==> config.mk <==
export PLATFORM = sky130hd
export DESIGN_NAME = hacd_decompressor
export DESIGN_NICKNAME = d
export VERILOG_FILES = /design/src/rtl/hacd_decompressor.sv
export SDC_FILE = /design/constraint.sdc
export NUM_CORES = 1
export LEC_CHECK = 0
export ABC_AREA = 1
export BUFFER_PORTS_ARGS = -buffer_cell sky130_fd_sc_hd__buf_2
export CORE_AREA = 2 2 406 408
export CTS_CLUSTER_DIAMETER = 50
export DETAILED_ROUTE_END_ITERATION = 10
export DIE_AREA = 0 0 408 410
export MAX_ROUTING_LAYER = met4
export PLACE_DENSITY_LB_ADDON = 0.25
export SYNTH_ARGS = -nofsm -noshare
export SYNTH_HDL_FRONTEND = slang
export SYNTH_SLANG_ARGS = --single-unit
==> constraint.sdc <==
create_clock -name clk_i -period 25.1 [get_ports clk_i]
set_input_delay 6.275 -clock clk_i [delete_from_list [all_inputs] [get_ports clk_i]]
set_output_delay 6.275 -clock clk_i [all_outputs]
set_load 0.05 [all_outputs]
==> src/rtl/hacd_decompressor.sv <==
// hacd_decompressor: rebuilds a 64-line page from one metadata line plus
// at most one 16-line data chunk. Lines come from the read FIFO and go out
// to the write FIFO.
module hacd_decompressor #(
  parameter int FIFO_PTR_WIDTH = 6,
  parameter int DATA_WIDTH     = 512
) (
  input  logic                      clk_i,
  input  logic                      rst_i,
  input  logic                      decomp_start,
  input  logic                      rdfifo_empty,
  output logic [FIFO_PTR_WIDTH-1:0] rdfifo_rdptr,
  output logic                      ld_rdfifo_rdptr,
  output logic                      rd_req,
  input  logic [DATA_WIDTH-1:0]     rd_data,
  input  logic [1:0]                rd_rresp,
  input  logic                      rd_valid,
  input  logic                      wrfifo_full,
  output logic                      wr_req,
  output logic [DATA_WIDTH-1:0]     wr_data,
  output logic                      decomp_done,
  output logic                      meta_error,
  output logic                      bus_error,
  output logic [2:0]                dbg_state,
  output logic [6:0]                dbg_out_cnt
);

  typedef enum logic [2:0] {
    S_IDLE     = 3'd0,
    S_LOAD_PTR = 3'd1,
    S_RD_META  = 3'd2,
    S_EMIT     = 3'd3,
    S_RD_LINE  = 3'd4,
    S_DONE     = 3'd5,
    S_META_ERR = 3'd6,
    S_BUS_ERR  = 3'd7
  } state_t;

  state_t                      r_state;
  state_t                      w_state_nxt;
  logic [6:0]                  r_out_cnt;
  logic [6:0]                  w_cnt_nxt;
  logic [3:0]                  r_vec;
  logic [3:0]                  w_vec_nxt;
  logic                        r_outst;
  logic                        w_outst_nxt;
  logic                        w_accept;
  logic                        r_rd_req;
  logic                        w_rd_req_nxt;
  logic                        r_ld_ptr;
  logic                        w_ld_nxt;
  logic [FIFO_PTR_WIDTH-1:0]   r_rdptr;
  logic                        r_wr_req;
  logic                        w_wr_req_nxt;
  logic [DATA_WIDTH-1:0]       r_wr_data;
  logic [DATA_WIDTH-1:0]       w_wr_data_nxt;
  logic                        r_done;
  logic                        r_meta_err;
  logic                        r_bus_err;

  // A legal zero-chunk vector has at most one chunk carrying data.
  function automatic logic meta_legal(input logic [3:0] v);
    int unsigned zeros;
    zeros = 0;
    for (int i = 0; i < 4; i++) begin
      if (!v[i]) zeros++;
    end
    return (zeros <= 1);
  endfunction

  // Only a response to our single outstanding read is consumed; stray valids are dropped.
  assign w_accept = rd_valid && r_outst;

  // Next-state, read/write issue and counter updates.
  always_comb begin
    w_state_nxt   = r_state;
    w_cnt_nxt     = r_out_cnt;
    w_vec_nxt     = r_vec;
    w_outst_nxt   = r_outst;
    w_rd_req_nxt  = 1'b0;
    w_ld_nxt      = 1'b0;
    w_wr_req_nxt  = 1'b0;
    w_wr_data_nxt = r_wr_data;
    if (w_accept) w_outst_nxt = 1'b0;
    case (r_state)
      S_IDLE: begin
        if (decomp_start && !rdfifo_empty) begin
          w_cnt_nxt   = 7'd0;
          w_ld_nxt    = 1'b1;
          w_state_nxt = S_LOAD_PTR;
        end
      end
      S_LOAD_PTR: w_state_nxt = S_RD_META;
      S_RD_META: begin
        if (w_accept) begin
          if (rd_rresp == 2'd0) begin
            w_vec_nxt   = rd_data[3:0];
            w_state_nxt = meta_legal(rd_data[3:0]) ? S_EMIT : S_META_ERR;
          end else begin
            w_state_nxt = S_BUS_ERR;
          end
        end else if (!rdfifo_empty && !r_outst) begin
          w_rd_req_nxt = 1'b1;
          w_outst_nxt  = 1'b1;
        end
      end
      S_EMIT: begin
        if (r_out_cnt == 7'd64) begin
          w_state_nxt = S_DONE;
        end else if (r_vec[r_out_cnt[5:4]]) begin
          if (!wrfifo_full) begin
            w_wr_req_nxt  = 1'b1;
            w_wr_data_nxt = '0;
            w_cnt_nxt     = r_out_cnt + 7'd1;
          end
        end else begin
          w_state_nxt = S_RD_LINE;
        end
      end
      S_RD_LINE: begin
        if (w_accept) begin
          if (rd_rresp == 2'd0) begin
            // The slack slot in the write FIFO absorbs this write even if full just rose.
            w_wr_req_nxt  = 1'b1;
            w_wr_data_nxt = rd_data;
            w_cnt_nxt     = r_out_cnt + 7'd1;
            w_state_nxt   = S_EMIT;
          end else begin
            w_state_nxt = S_BUS_ERR;
          end
        end else if (!rdfifo_empty && !wrfifo_full && !r_outst) begin
          w_rd_req_nxt = 1'b1;
          w_outst_nxt  = 1'b1;
        end
      end
      S_DONE: begin
        if (!decomp_start) w_state_nxt = S_IDLE;
      end
      default: ;
    endcase
  end

  // State and registered outputs; error states are sticky until reset.
  always_ff @(posedge clk_i or posedge rst_i) begin
    if (rst_i) begin
      r_state    <= S_IDLE;
      r_out_cnt  <= 7'd0;
      r_vec      <= 4'd0;
      r_outst    <= 1'b0;
      r_rd_req   <= 1'b0;
      r_ld_ptr   <= 1'b0;
      r_rdptr    <= '0;
      r_wr_req   <= 1'b0;
      r_wr_data  <= '0;
      r_done     <= 1'b0;
      r_meta_err <= 1'b0;
      r_bus_err  <= 1'b0;
    end else begin
      r_state    <= w_state_nxt;
      r_out_cnt  <= w_cnt_nxt;
      r_vec      <= w_vec_nxt;
      r_outst    <= w_outst_nxt;
      r_rd_req   <= w_rd_req_nxt;
      r_ld_ptr   <= w_ld_nxt;
      if (w_ld_nxt) r_rdptr <= '0;
      r_wr_req   <= w_wr_req_nxt;
      r_wr_data  <= w_wr_data_nxt;
      r_done     <= (w_state_nxt == S_DONE);
      r_meta_err <= (w_state_nxt == S_META_ERR);
      r_bus_err  <= (w_state_nxt == S_BUS_ERR);
    end
  end

  assign rdfifo_rdptr    = r_rdptr;
  assign ld_rdfifo_rdptr = r_ld_ptr;
  assign rd_req          = r_rd_req;
  assign wr_req          = r_wr_req;
  assign wr_data         = r_wr_data;
  assign decomp_done     = r_done;
  assign meta_error      = r_meta_err;
  assign bus_error       = r_bus_err;
  assign dbg_state       = r_state;
  assign dbg_out_cnt     = r_out_cnt;

endmodule

==> flow_summary.ini <==
[sta]
slew_viol_final = 0
fin_crit_ns = 9.42
rsz0062_at_grt = false
finClkSkew_ns = 0.0643
fin_crit_sh_pct = 37.5
tns_ns = 0
finalSetupViolCount = 0
hold_viol = 0
fmax_mhz = 106
slew_headroom_pct = 27.0
tightest_slew_ns = 1.09

[synthesis]
synth-edff-count = 0
yosysSeqAreaShare_pct = 61.8
synthAdderAreaFrac_pct = 0.406
synth_compound_area_share_pct = 0.626
async_reset_ff_share_pct = 100
yosys.area.top_type = dfrtp_1
synthMuxAreaShare_pct = 0
synth_top_family_by_area = simple AND/OR/NAND/NOR gates
yosysMostFrequentCell = nand2_1
avgSynthCellArea_um2 = 9.00
yosys.area_share.xor_xnor_pct = 0.122
ys_types = 33
syn_inst = 2398
synth_top_area_share_pct = 61.8
synth_flop_cell = dfrtp_1
ys_ff_latch = 533
syn_area_mm2 = 0.0216
ys_top_cells_by_count = 1074 x nand2_1, 533 x dfrtp_1, 521 x nand3_1
synth-simple-area-share_pct = 31.4
ys_top_cells_by_area = dfrtp_1 62%, nand2_1 19%, nand3_1 12%
yosys_warnings = 0

[cells_and_area]
nFillCells = 18500
areaGrowthSynthToFinish_pct = 49.3
layout.nets = 3917
drive_above_1_share_pct = 36.0

[setup_path]
crit_arrival_ns = 10.05
startpoint_type = primary input
worst_path_largest_cell_delay_ns = 0.81
crit_path_end_kind = register
crit_type = primary input to register
ff2ff_path_depth = 9
rrSetupSlack_ns = 20.31
path_max_fanout = 164
cpMaxStageDelayCell = buf_4
cp_cell_sequence = buf_2 -> or2_0 -> nor2_2 -> o21ai_1 -> nor2_2 -> nand2_4 -> nor2_4 -> buf_4 -> buf_12 -> buf_4 -> nand3_1 -> nand2_1
crit_required_ns = 25.74

[clock_network]
ctsHoldBuffers = 0
clock_path_buffers = 3
htree_levels = 3
post_cts_buffers = 0
clk_latency_ns = 0.71
cts.clk_slew.worst_paths_ns = 0.06
root_buffer = clkbuf_16
post_cts_resize_count = 0
cts_sinks = 533
cts_tree = built
numCtsBuffers = 93

[floorplan]
die_x_um = 408
core_area_mm2 = 0.163
fp.dieH_um = 410
dieArea_mm2 = 0.167
start_util_pct = 13.2
rows = 149
ioPinCount = 1054

[global_route]
grt_max_degree = 165
grt_pass1_wl_mm = 167
first_global_vias = 20900
antenna_found_initial = 54
overflow = 0
grt_usage_pct = 14.3

[drt]
route.detailed.drc = 0
dr.pass1.iters = 5
vias_per_cell = 3.66
first_iter_violations = 1314
vias = 20900
wl_mm = 121
post_drt_wl_per_cell_um = 21.2
ant_nets = 0

[pwr]
vdd_drop_max_mv = 0.0433
p_leak_nw = 18.8
powerDensity_mw_per_mm2 = 72.2
p_total_w = 0.00233

[placement]
gp_congestion = 0.844
port_buffers = 1047
dp_hpwl_mm = 92.1

[min_path]
hold_class = register to register
worstHoldPathCells = 2

[run_status]
status = completed

[run]
max_cap_violations = 0
==> layout make-up <==
type / instances / area, um^2 / share of cell area, %
sequential: 533 / 13300 / 41.4
multi-input combinational: 1663 / 7060 / 21.9
timing repair buffer: 1068 / 5450 / 16.9
tap: 2189 / 2740 / 8.50
clock buffer: 114 / 2530 / 7.84
clock inverter: 58 / 868 / 2.70
inverter: 31 / 139 / 0.431
antenna: 41 / 103 / 0.318
==> metrics by stage <==
step | setup slack (ns) | utilization (%) | cells | area [um^2] | hold WS, ns
2_1_floorplan | 3.93 | - | 2403 | 21600 | 0.453
3_3_place_gp | 14.90 | 17.6 | 5484 | 28700 | 0.456
3_5_place_dp | 14.97 | 17.6 | 5484 | 28700 | 0.460
4_1_cts | 15.78 | 19.6 | 5656 | 32100 | 0.473
5_1_grt | 15.45 | 19.7 | 5696 | 32200 | 0.487
6_report | 15.68 | 19.7 | 5697 | 32200 | 0.470
==> logic make-up (layout without fill, tap and decap cells) <==
| kind of cell | Yosys count | in the layout |
|---|---|---|
| AND/OR/NAND/NOR | 1622 | 1622 |
| flip-flops | 533 | 533 |
| buffers and inverters | 207 | 1271 |
| AO/OA/AOI/OAI | 25 | 25 |
| adder cells (fa/ha/maj) | 7 | 7 |
| XOR/XNOR | 3 | 3 |
| other | 1 | 47 |
==> power breakdown <==
group | switching, W | total (W) | internal (W)
Clock | 0.000511 | 0.00139 | 0.000883
Sequential | 0.00000000000000000000172 | 0.000860 | 0.000860
Combinational | 0.0000414 | 0.0000719 | 0.0000305
==> registers in the layout, indices dropped and copies added, names as in the netlist <==
| register | count |
|---|---|
| decomp_done | 1 |
| wr_req | 1 |
| rd_req | 1 |
| meta_error | 1 |
| r_outst | 1 |
| ld_rdfifo_rdptr | 1 |
| wr_data | 512 |
| r_vec | 4 |
| dbg_out_cnt | 7 |
| bus_error | 1 |
| dbg_state | 3 |
==> critical path: cells and delay by family <==
| family | cells | cell delay (ns) |
|---|---|---|
| AO/OA/AOI/OAI | 1 | 0.09 |
| buffers and inverters | 4 | 1.92 |
| AND/OR/NAND/NOR | 7 | 1.35 |
==> layout by cell type (no fill, tap or decap), types with 3 or more instances in the layout <==
cell	n
nand3_1	521
inv_6	13
diode_2	41
inv_16	4
buf_2	1047
buf_12	4
bufinv_16	15
buf_4	17
conb_1	6
inv_1	22
clkinvlp_4	7
nor3_1	3
clkinv_2	10
inv_2	6
inv_8	3
a21oi_1	5
clkbuf_8	12
clkinv_4	7
clkbuf_1	9
ha_1	7
nor2_1	13
clkbuf_16	93
nand2_1	1074
o21ai_0	15
dfrtp_1	533
==> per-layer routing <==
layer,global-route usage [%],wire (um),up-vias
met4,4.89,3840,0
met2,23.6,59500,757
li1,-,-,9746
met3,4.38,8750,157
met1,16.5,48400,10200
met5,-,0,-
==> worst paths after layout <==
check | start | to
worst max-delay path | rd_rresp[1] | wr_data[371]
worst min-delay path | wr_data[169] | wr_data[169]
worst max register to register | dbg_state[1] | wr_data[210]
worst min register to register | wr_data[169] | wr_data[169]
max in group asynchronous | rst_i | dbg_out_cnt[1]
min in group asynchronous | rst_i | wr_data[299]
Power figures use the tool's default switching activity.
